`src/rtl/digit_serial_adder_ctrl.sv`:
```
// digit_serial_adder_ctrl
// Adds two WIDTH-bit operands two bits per cycle through an external
// combinational 2-bit adder, LSB digit first. The carry between digits is
// kept in a register here. The result is collected in a shift register and
// published on sum/cout at the final digit.
//
// Optional build macro: DIGIT_SERIAL_OVF_EN adds a signed-overflow output (ovf).
//
// state  | meaning
// -------+--------------------------------------------------------------
// IDLE   | waiting for start; operands latched on the accepting edge
// RUN    | one digit per cycle presented to the adder (busy=1)
// DONE   | single-cycle done pulse; sum/cout valid, returns to IDLE

module digit_serial_adder_ctrl #(
    parameter int WIDTH = 8
) (
    input  logic             clk,
    input  logic             reset,
    input  logic             start,
    input  logic [WIDTH-1:0] a,
    input  logic [WIDTH-1:0] b,
    input  logic             cin,
    output logic             busy,
    output logic             done,
    output logic [WIDTH-1:0] sum,
    output logic             cout,
`ifdef DIGIT_SERIAL_OVF_EN
    output logic             ovf,
`endif
    output logic [1:0]       add_a,
    output logic [1:0]       add_b,
    output logic             add_cin,
    input  logic [1:0]       add_sum,
    input  logic             add_carry
);

    localparam int N     = WIDTH / 2;
    localparam int IDX_W = (N > 1) ? $clog2(N) : 1;
    localparam logic [IDX_W-1:0] LAST_IDX = IDX_W'(N - 1);

    if ((WIDTH < 2) || ((WIDTH % 2) != 0)) begin : g_width_check
        $error("digit_serial_adder_ctrl: WIDTH must be even and >= 2");
    end

    typedef enum logic [1:0] {
        S_IDLE = 2'd0,
        S_RUN  = 2'd1,
        S_DONE = 2'd2
    } state_t;

    state_t           state_q, state_d;
    logic [WIDTH-1:0] a_q, a_d;
    logic [WIDTH-1:0] b_q, b_d;
    logic             carry_q, carry_d;
    logic [IDX_W-1:0] idx_q, idx_d;
    logic [WIDTH-1:0] shreg_q, shreg_d;
    logic [WIDTH-1:0] sum_q, sum_d;
    logic             cout_q, cout_d;
    logic             busy_q, busy_d;
    logic             done_q, done_d;
    logic [WIDTH-1:0] shift_next;
`ifdef DIGIT_SERIAL_OVF_EN
    logic             ovf_q, ovf_d;
`endif

    // Result shift register with the current adder digit entering at the top;
    // written with a shift plus part-select so WIDTH=2 needs no special case.
    always_comb begin
        shift_next = shreg_q >> 2;
        shift_next[WIDTH-1 -: 2] = add_sum;
    end

    // Next-state and datapath update for the sequencer.
    always_comb begin
        state_d = state_q;
        a_d     = a_q;
        b_d     = b_q;
        carry_d = carry_q;
        idx_d   = idx_q;
        shreg_d = shreg_q;
        sum_d   = sum_q;
        cout_d  = cout_q;
        busy_d  = busy_q;
        done_d  = 1'b0;
`ifdef DIGIT_SERIAL_OVF_EN
        ovf_d   = ovf_q;
`endif
        case (state_q)
            S_IDLE: begin
                if (start) begin
                    a_d     = a;
                    b_d     = b;
                    carry_d = cin;
                    idx_d   = '0;
                    busy_d  = 1'b1;
                    state_d = S_RUN;
                end
            end
            S_RUN: begin
                a_d     = a_q >> 2;
                b_d     = b_q >> 2;
                shreg_d = shift_next;
                carry_d = add_carry;
                idx_d   = idx_q + 1'b1;
                if (idx_q == LAST_IDX) begin
                    idx_d   = '0;
                    sum_d   = shift_next;
                    cout_d  = add_carry;
                    busy_d  = 1'b0;
                    done_d  = 1'b1;
                    state_d = S_DONE;
`ifdef DIGIT_SERIAL_OVF_EN
                    // The last digit still holds the operand sign bits in bit 1.
                    ovf_d   = (a_q[1] == b_q[1]) && (add_sum[1] != a_q[1]);
`endif
                end
            end
            S_DONE: begin
                state_d = S_IDLE;
            end
            default: begin
                state_d = S_IDLE;
                busy_d  = 1'b0;
            end
        endcase
    end

    // State and datapath registers; reset aborts any operation in flight.
    always_ff @(posedge clk) begin
        if (reset) begin
            state_q <= S_IDLE;
            a_q     <= '0;
            b_q     <= '0;
            carry_q <= 1'b0;
            idx_q   <= '0;
            shreg_q <= '0;
            sum_q   <= '0;
            cout_q  <= 1'b0;
            busy_q  <= 1'b0;
            done_q  <= 1'b0;
`ifdef DIGIT_SERIAL_OVF_EN
            ovf_q   <= 1'b0;
`endif
        end else begin
            state_q <= state_d;
            a_q     <= a_d;
            b_q     <= b_d;
            carry_q <= carry_d;
            idx_q   <= idx_d;
            shreg_q <= shreg_d;
            sum_q   <= sum_d;
            cout_q  <= cout_d;
            busy_q  <= busy_d;
            done_q  <= done_d;
`ifdef DIGIT_SERIAL_OVF_EN
            ovf_q   <= ovf_d;
`endif
        end
    end

    assign busy    = busy_q;
    assign done    = done_q;
    assign sum     = sum_q;
    assign cout    = cout_q;
`ifdef DIGIT_SERIAL_OVF_EN
    assign ovf     = ovf_q;
`endif

    // The adder only sees live operands while digits are being processed.
    assign add_a   = busy_q ? a_q[1:0] : 2'b00;
    assign add_b   = busy_q ? b_q[1:0] : 2'b00;
    assign add_cin = busy_q ? carry_q  : 1'b0;

endmodule

```
`config.mk`:
```
export PLATFORM = sky130hd
export DESIGN_NAME = digit_serial_adder_ctrl
export DESIGN_NICKNAME = d
export VERILOG_FILES = /design/src/rtl/digit_serial_adder_ctrl.sv
export SDC_FILE = /design/constraint.sdc
export NUM_CORES = 1
export LEC_CHECK = 0
export BUFFER_PORTS_ARGS = -buffer_cell sky130_fd_sc_hd__buf_2
export CELL_PAD_IN_SITES_DETAIL_PLACEMENT = 2
export CELL_PAD_IN_SITES_GLOBAL_PLACEMENT = 2
export CORE_ASPECT_RATIO = 0.75
export CORE_MARGIN = 2
export CORE_UTILIZATION = 31
export DETAILED_ROUTE_END_ITERATION = 12
export GPL_TIMING_DRIVEN = 0
export PLACE_DENSITY = 0.85
export SYNTH_ARGS = -nofsm -noshare
export SYNTH_HDL_FRONTEND = slang
export SYNTH_SLANG_ARGS = --single-unit
```
`constraint.sdc`:
```
create_clock -name clk -period 1.6 [get_ports clk]
set_input_delay 0.16 -clock clk [delete_from_list [all_inputs] [get_ports clk]]
set_output_delay 0.16 -clock clk [all_outputs]
set_load 0.02 [all_outputs]
```
==> results.json, run 1 <==
{
  "cts_resized": 0,
  "post-route-drc-count": 0,
  "cts.clk_slew.worst_paths_ns": 0.08,
  "critPathRequiredTime_ns": 1.81,
  "end_kind": "register",
  "placed_area_um2": 1920,
  "max_stage_delay_ns": 0.37,
  "first_global_vias": 1429,
  "max_cap_violations": 0,
  "drt_first_iter_violations": 17,
  "postCtsSetupBuffers": 0,
  "p_leak_uw": 0.000829,
  "clk_latency_ns": 0.29,
  "crit_type": "register to register",
  "fin_skew_ns": 0.0128,
  "crit_arrival_ns": 1.52,
  "tritoncts": "built",
  "vias_per_cell": 4.79,
  "antenna_found_initial": 0,
  "final_nets": 243,
  "cts.sinks": 38,
  "max_freq_ghz": 0.759,
  "layout_worst_path_cycle_share": 0.824,
  "routed_wl_um": 4350,
  "finalHoldViolCount": 0,
  "setup_viol_count_final": 0,
  "dieWidth_um": 87.9,
  "path_delay_family": "flip-flops",
  "crit_fanout": 9,
  "hold_ws_ns": 0.110,
  "dp_hpwl_um": 3180,
  "p_per_area_nw_per_um2": 1070,
  "syn2layout_area_growth_pct": 24.0,
  "place_congestion": 0.696,
  "dieArea_um2": 5880,
  "pre_cts_ws_ns": 0.305,
  "grt.total_usage": 0.165,
  "holdBufCountCts": 0,
  "dr.pass1.iters": 4,
  "ant_nets": 0,
  "start_util": 0.328,
  "fin_area_um2": 2030,
  "status": "completed",
  "grt.overflow.total": 0,
  "synth_cell_types": 27,
  "slew_violations": 0,
  "grt_max_degree": 12,
  "path_cells": "ha_1 -> and3b_1 -> buf_2 -> nand2_1 -> a21oi_1",
  "worst_pin_slew_ns": 0.616,
  "rows": 22,
  "fp.dieH_um": 66.9,
  "p_total_uw": 2170,
  "syn_nets": 198,
  "clockBufferDepth": 2,
  "routedWlPerCell_um": 15.0,
  "vias": 1395,
  "layout_min_cycle_time_ns": 1.32,
  "n_antenna_cell": 0,
  "cts-root-buf": "clkbuf_8",
  "path_buf_inv": 1,
  "syn_avg_cell_area_um2": 9.40,
  "ys_seq_area_frac": 0.465,
  "hp-class": "primary input to register",
  "synth_area_um2": 1640,
  "io-pin-count": 39,
  "htreeDepth": 2,
  "slew_headroom": 0.589,
  "tns_ns": 0,
  "final_layout_size_suffix_gt1_frac": 0.347,
  "synth_seq_cells": 38,
  "crit_slowest_cell": "dfxtp_1",
  "core_um2": 4980,
  "fin_ws_ns": 0.282,
  "port_buffers": 38,
  "ys_warn_count": 0,
  "cts_buffers": 5,
  "postSynthCellCount": 174,
  "grt_pass1_wl_um": 7270,
  "critPathLaunchType": "register",
  "ir_worst_vdd_uv": 394,
  "rsz0062_at_grt": "false"
}
kinds of logic (layout without fill, tap and decap cells):
group                    count (synthesis)  in the layout  synth area share
adder cells (fa/ha/maj)                  1              1           0.00765
AO/OA/AOI/OAI                           40             40             0.198
flip-flops                              38             38             0.465
multiplexers                            13             13            0.0796
AND/OR/NAND/NOR                         67             67             0.188
buffers and inverters                   15             60            0.0612
synth_stat cells:
cell	number	area [µm²]
dfxtp_1	38	761
nand2_1	31	116
a21oi_1	18	90.1
nor2_1	16	60.1
a211oi_2	13	163
mux2i_1	13	130
nor2_2	7	43.8
a22oi_1	5	37.5
and2_1	5	31.3
buf_2	5	25.0
clkbuf_1	4	15.0
buf_6	3	33.8
nor2b_1	2	12.5
a32oi_1	1	8.76
and3b_1	1	8.76
buf_4	1	7.51
buf_8	1	15.0
ha_1	1	12.5
inv_1	1	3.75
nand2b_1	1	6.26
nand3b_1	1	7.51
nor3_1	1	5.00
nor3b_1	1	7.51
o21ba_1	1	10.0
o21bai_1	1	7.51
o31ai_1	1	7.51
or3b_2	1	8.76
routing by layer:
metal	vias up	GRT usage	routed length (µm)
li1	687	-	-
met1	681	0.228	2160
met2	22	0.251	2000
met3	5	0.0372	135
met4	0	0.0577	53
met5	-	0	0
final cells by class:
type,count,area (µm²)
Timing Repair Buffer,38,190
Multi-Input combinational cell,121,774
Clock buffer,6,82.6
Sequential cell,38,761
Buffer,14,96.3
Inverter,1,3.75
Fill cell,572,2950
Tap cell,72,90.1
Clock inverter,1,30.0
sequential cells by signal (all words and copies together) (netlist names):
register and flops:
sum 8, busy 1, done 1, a_q 8, cout 1, b_q 8
shreg_q 6, idx_q 2, carry_q 1, state_q 2
tightest hold or removal path: stages:
cell and delay [ns]:
buf_2 0.08, a22oi_1 0.06, nor2_1 0.07
stage by stage:
step,instances,util
detailed placement,284,0.384
floorplan,174,-
global placement,284,0.384
CTS,291,0.407
finish,291,0.407
global route,291,0.407
path summary, 6_finish.rpt:
check             startpoint  cells after the start  slack (ns)  endpoint
setup / recovery    idx_q[0]                      5        0.28    sum[0]
hold / removal          a[7]                      3        0.11    a_q[7]
setup reg to reg    idx_q[0]                      5        0.28    sum[0]
hold reg to reg       sum[1]                      2        0.46    sum[1]
where the power goes:
part | total (µW) | switching, µW | internal [µW]
Combinational | 303 | 170 | 133
Clock | 833 | 334 | 499
Sequential | 1030 | 38.0 | 996
Total | 2170 | 542 | 1630
placed cells by master, fill, tap and decap left out:
cell	Yosys	routed
buf_4	1	1
and2_1	5	5
buf_8	1	1
bufinv_16	0	1
mux2i_1	13	13
o31ai_1	1	1
a211oi_2	13	13
buf_2	5	43
a32oi_1	1	1
ha_1	1	1
nor2_2	7	7
and3b_1	1	1
nand2b_1	1	1
or3b_2	1	1
nor2_1	16	16
clkbuf_8	0	6
nor3b_1	1	1
nand3b_1	1	1
o21bai_1	1	1
a22oi_1	5	5
a21oi_1	18	18
nor2b_1	2	2
dfxtp_1	38	38
clkbuf_1	4	4
nor3_1	1	1
o21ba_1	1	1
buf_6	3	3
inv_1	1	1
nand2_1	31	31
(Power assumes the default switching activity.)
==> run 2: changes to the inputs <==
CORE_UTILIZATION = 28   (was 31)
PLACE_DENSITY = 0.81   (was 0.85)
clock period = 1.1 ns   (was 1.6 ns; I/O delays follow)
==> run 2 against run 1 <==
- the run now ends with setup timing left
- utilization grew 3.2 points
- worst hold slack worse by 0.056 ns
- power up 57%
- critical endpoint is now b_q[4]
==> results.json, run 2 (same netlist as run 1, synthesis figures left out) <==
{
  "status": "complete, but fails checks",
  "violations": "setup timing",
  "syn2layout_area_growth_pct": 54.0,
  "crit_type": "register to register",
  "setup.worst_path.end": "b_q[4]",
  "antenna_found_initial": 0,
  "p_leak_uw": 0.000997,
  "p_total_uw": 3400,
  "rr_worst_depth": 4,
  "hp-class": "primary input to register",
  "dr.pass1.iters": 4,
  "grt.overflow.total": 0,
  "timing.rr.end": "b_q[4]",
  "crit_fanout": 7,
  "hp-start": "a[6]",
  "clockBufferDepth": 2,
  "final_nets": 258,
  "ant_nets": 0,
  "setup_viol_count_final": 37,
  "cts-root-buf": "clkbuf_8",
  "io-pin-count": 39,
  "layout_min_cycle_time_ns": 1.23,
  "finalHoldViolCount": 0,
  "slew_headroom": 0.494,
  "r2r_slack_ns": -0.13,
  "routedWlPerCell_um": 22.2,
  "post-route-drc-count": 0,
  "fin_ws_ns": -0.127,
  "n_antenna_cell": 0,
  "vias_per_cell": 4.93,
  "crit_start": "state_q[0]",
  "cts_buffers": 5,
  "place_congestion": 0.709,
  "r2r-start": "state_q[0]",
  "clk_latency_ns": 0.31,
  "placed_area_um2": 1930,
  "grt_max_degree": 12,
  "fin_area_um2": 2520,
  "rsz0062_at_grt": "true",
  "htreeDepth": 2,
  "worst_pin_slew_ns": 0.758,
  "max_cap_violations": 0,
  "num-fill-cells": 607,
  "grt_pass1_wl_um": 8740,
  "cts.clk_slew.worst_paths_ns": 0.08,
  "fin_skew_ns": 0.00933,
  "rows": 24,
  "crit_arrival_ns": 1.44,
  "layout.cells.non_filler": 313,
  "layout_commonest_cell": "buf_2",
  "first_global_vias": 1682,
  "final_cell_mix": "buf_2, dfxtp_1, nand2_1, mux2i_1, a211oi_2",
  "end_kind": "register",
  "post-place-cells": 290,
  "max_freq_ghz": 0.815,
  "start_util": 0.285,
  "dieWidth_um": 92.2,
  "port_buffers": 38,
  "p_per_area_nw_per_um2": 1350,
  "ir_worst_vdd_uv": 938,
  "final_layout_size_suffix_gt1_frac": 0.591,
  "pre_cts_ws_ns": -0.192,
  "fp.dieH_um": 70.2,
  "tns_ns": -2.43,
  "slew_violations": 0,
  "drt_first_iter_violations": 57,
  "vias": 1543,
  "layout_worst_path_cycle_share": 1.12,
  "critPathLaunchType": "register",
  "critPathRequiredTime_ns": 1.31,
  "tritoncts": "built",
  "dieArea_um2": 6470,
  "grt.total_usage": 0.178,
  "dp_hpwl_um": 3160,
  "routed_wl_um": 6950,
  "cts.sinks": 38,
  "core_um2": 5740
}
run 2: cell types whose count changed in the layout (fill, tap and decap cells not counted), sizes merged:
cell    change
buf        +15
clkbuf      +2
bufinv      -1
run 2: power by group:
part           leakage (µW)  switching (µW)  internal [µW]  total, µW
Combinational      0.000625             345            343        688
Sequential         0.000314            93.8           1450       1540
Clock             0.0000575             535            634       1170
Total              0.000997             974           2430       3400
run 2: repair_timing:
| action | in CTS | in global routing |
|---|---|---|
| cloned | 2 | 1 |
| buffers inserted | 8 | 5 |
| resized for setup | 41 | 57 |
| endpoints found under the setup margin | 42 | 41 |
| pin swaps | 3 | 12 |
| hold buffers | 0 | 0 |
run 2: cell type report:
cell class                 count  area, µm²  share of cell area
clock buffer                   8        110              0.0437
multi-input combinational    121        976               0.387
inverter                       1       3.75             0.00149
tap                           78       97.6              0.0387
timing repair buffer          54        402               0.159
buffer                        13        153              0.0606
sequential                    38        777               0.308
run 2: how the worst min path moves through the flow:
stage	end	cells past startpoint
floorplan	shreg_q[6]	2
global placement	a_q[6]	3
detailed placement	a_q[6]	3
CTS	a_q[6]	3
global route	sum[6]	3
finish	a_q[6]	3
run 2: worst max-delay path: stages (launching register included):
cell	delay, ns
dfxtp_4	0.39
o21ba_4	0.22
buf_12	0.15
clkbuf_16	0.16
a211oi_2	0.21
run 2: per-stage QoR:
| stage | utilization | hold WS [ns] |
|---|---|---|
| 2_1_floorplan | - | 0.246 |
| 3_3_place_gp | 0.337 | 0.355 |
| 4_1_cts | 0.395 | 0.0580 |
| 6_report | 0.439 | 0.0541 |
| 3_5_place_dp | 0.337 | 0.367 |
| 5_1_grt | 0.439 | 0.0693 |
run 2: metal layers:
| metal | up-vias | share of wire | track usage |
|---|---|---|---|
| met1 | 789 | 0.47 | 0.220 |
| met5 | - | 0 | 0 |
| li1 | 716 | - | - |
| met2 | 32 | 0.50 | 0.301 |
| met3 | 6 | 0.027 | 0.0421 |
| met4 | 0 | 0.012 | 0.0663 |
==> run 3: changes to the inputs <==
BUFFER_PORTS_ARGS = unset   (was -buffer_cell sky130_fd_sc_hd__buf_2)
CORE_UTILIZATION = 33   (was 28)
DONT_BUFFER_PORTS = 1   (was unset)
==> run 3 against run 2 <==
- the flow still finishes with violations (setup timing)
- power rose by 0.18%
- clock-buffer cell count fell by 3
- worst hold slack improved by 0.030 ns
- clock skew rose by 0.010 ns
- sequential share of layout area rose by 2.0 points
- non-clock buffer count fell by 31
- flip-flop and latch count did not move
- worst setup slack got worse by 0.053 ns
- final area fell by 6.1%
- combinational power fell by 8.9%
- largest power group unchanged
- first-iteration DRC count rose by 35%
- sequential power barely moved
==> results.json, run 3 (same netlist as run 1, synthesis figures left out) <==
{
  "drt_first_iter_violations": 77,
  "status": "complete, but fails checks",
  "final_cell_mix": "dfxtp_1, nand2_1, a211oi_2, nor2_1, nand2_2",
  "port_buffers": 0,
  "slew_violations": 0,
  "vias": 1463,
  "p_leak_uw": 0.000873,
  "ant_nets": 0,
  "clk_latency_ns": 0.31,
  "cts.sinks": 38,
  "crit_arrival_ns": 1.44,
  "post-route-drc-count": 0,
  "grt.overflow.total": 0,
  "finalHoldViolCount": 0,
  "crit_type": "register to register",
  "layout_min_cycle_time_ns": 1.28,
  "cts-root-buf": "clkbuf_8",
  "core_um2": 4840,
  "ir_worst_vdd_uv": 794,
  "setup.worst_path.end": "b_q[6]",
  "htreeDepth": 2,
  "n_antenna_cell": 0,
  "io-pin-count": 39,
  "layout_worst_path_cycle_share": 1.16,
  "place_congestion": 0.732,
  "multiInputGateArea_um2": 991,
  "r2r_slack_ns": -0.18,
  "syn2layout_area_growth_pct": 44.6,
  "fin_skew_ns": 0.0197,
  "p_per_area_nw_per_um2": 1440,
  "tritoncts": "built",
  "hp-class": "primary input to register",
  "crit_start": "state_q[1]",
  "final_nets": 227,
  "clockBufferDepth": 2,
  "start_util": 0.338,
  "worst_pin_slew_ns": 0.729,
  "final_layout_size_suffix_gt1_frac": 0.520,
  "critPathLaunchType": "register",
  "fp.dieH_um": 65.0,
  "layout_commonest_cell": "dfxtp_1",
  "max_cap_violations": 0,
  "max_freq_ghz": 0.781,
  "dieWidth_um": 85.3,
  "end_kind": "register",
  "dr.pass1.iters": 7,
  "fin_ws_ns": -0.181,
  "grt_max_degree": 13,
  "first_global_vias": 1588,
  "seqCellArea_um2": 777,
  "pre_cts_ws_ns": -0.230,
  "cts.clk_slew.worst_paths_ns": 0.08,
  "antenna_found_initial": 0,
  "crit_fanout": 5,
  "cts_buffers": 5,
  "dieArea_um2": 5540,
  "rows": 22,
  "grt_pass1_wl_um": 9540,
  "timing.rr.end": "b_q[6]",
  "grt.total_usage": 0.236,
  "rr_worst_depth": 6,
  "vias_per_cell": 5.54,
  "dp_hpwl_um": 3000,
  "rsz0062_at_grt": "true",
  "critPathRequiredTime_ns": 1.26,
  "r2r-start": "state_q[1]",
  "post-route-util": 0.488,
  "routed_wl_um": 7080,
  "routedWlPerCell_um": 26.8,
  "setup_viol_count_final": 37,
  "num-fill-cells": 479,
  "slew_headroom": 0.514,
  "violations": "setup timing"
}
==> run 3: worst min path at each step <==
| stage | from | endpoint | slack, ns | cells after the start |
|---|---|---|---|---|
| after CTS | b[5] | b_q[5] | 0.08 | 2 |
| after detailed placement | add_sum[0] | sum[6] | 0.26 | 2 |
| final | b[5] | b_q[5] | 0.08 | 2 |
| after global placement | add_sum[1] | shreg_q[7] | 0.25 | 2 |
| after global routing | a[0] | a_q[0] | 0.08 | 2 |
| after floorplan | add_sum[0] | shreg_q[6] | 0.25 | 2 |
==> run 3: repair_timing <==
action                     CTS  global route
hold buffers                 7             0
hold endpoints to repair     9             0
gates cloned                 4             2
gates resized for setup     54            44
setup buffers                5             5
setup endpoints to repair   42            41
pin swaps                   18            17
==> run 3: layer usage <==
| layer | track usage | wire length, µm |
|---|---|---|
| met1 | 0.280 | 3050 |
| met2 | 0.414 | 3620 |
| met3 | 0.0624 | 296 |
| met4 | 0.0794 | 111 |
| met5 | 0 | 0 |
==> run 3: layout make-up <==
cell class	instances	share of cell area
Timing Repair Buffer	23	0.109
Inverter	1	0.00265
Tap cell	60	0.0317
Clock buffer	5	0.0291
Buffer	13	0.0630
Clock inverter	3	0.0169
Multi-Input combinational cell	121	0.419
Sequential cell	38	0.329
==> run 3: report_power, final <==
| part | switching [µW] | internal (µW) |
|---|---|---|
| clock network | 566 | 669 |
| logic | 320 | 307 |
| registers | 98.0 | 1450 |
==> run 3: worst max-delay path: stages (launching register included) <==
cell	delay, ns
dfxtp_2	0.38
buf_6	0.14
buf_4	0.10
buf_4	0.10
nor2_2	0.04
a32oi_1	0.26
a21oi_1	0.13
==> run 3: through the flow <==
step / hold WS [ns] / setup TNS (ns) / cell area [µm²] / cells / power (µW)
floorplan: 0.246 / -0.0892 / 1650 / 174 / 1840
global placement: 0.252 / -2.74 / 1720 / 234 / 1900
detailed placement: 0.260 / -4.47 / 1720 / 234 / 1920
CTS: 0.0781 / -1.03 / 2140 / 257 / 3200
global route: 0.0822 / -4.56 / 2360 / 264 / 3520
finish: 0.0838 / -3.35 / 2360 / 264 / 3410
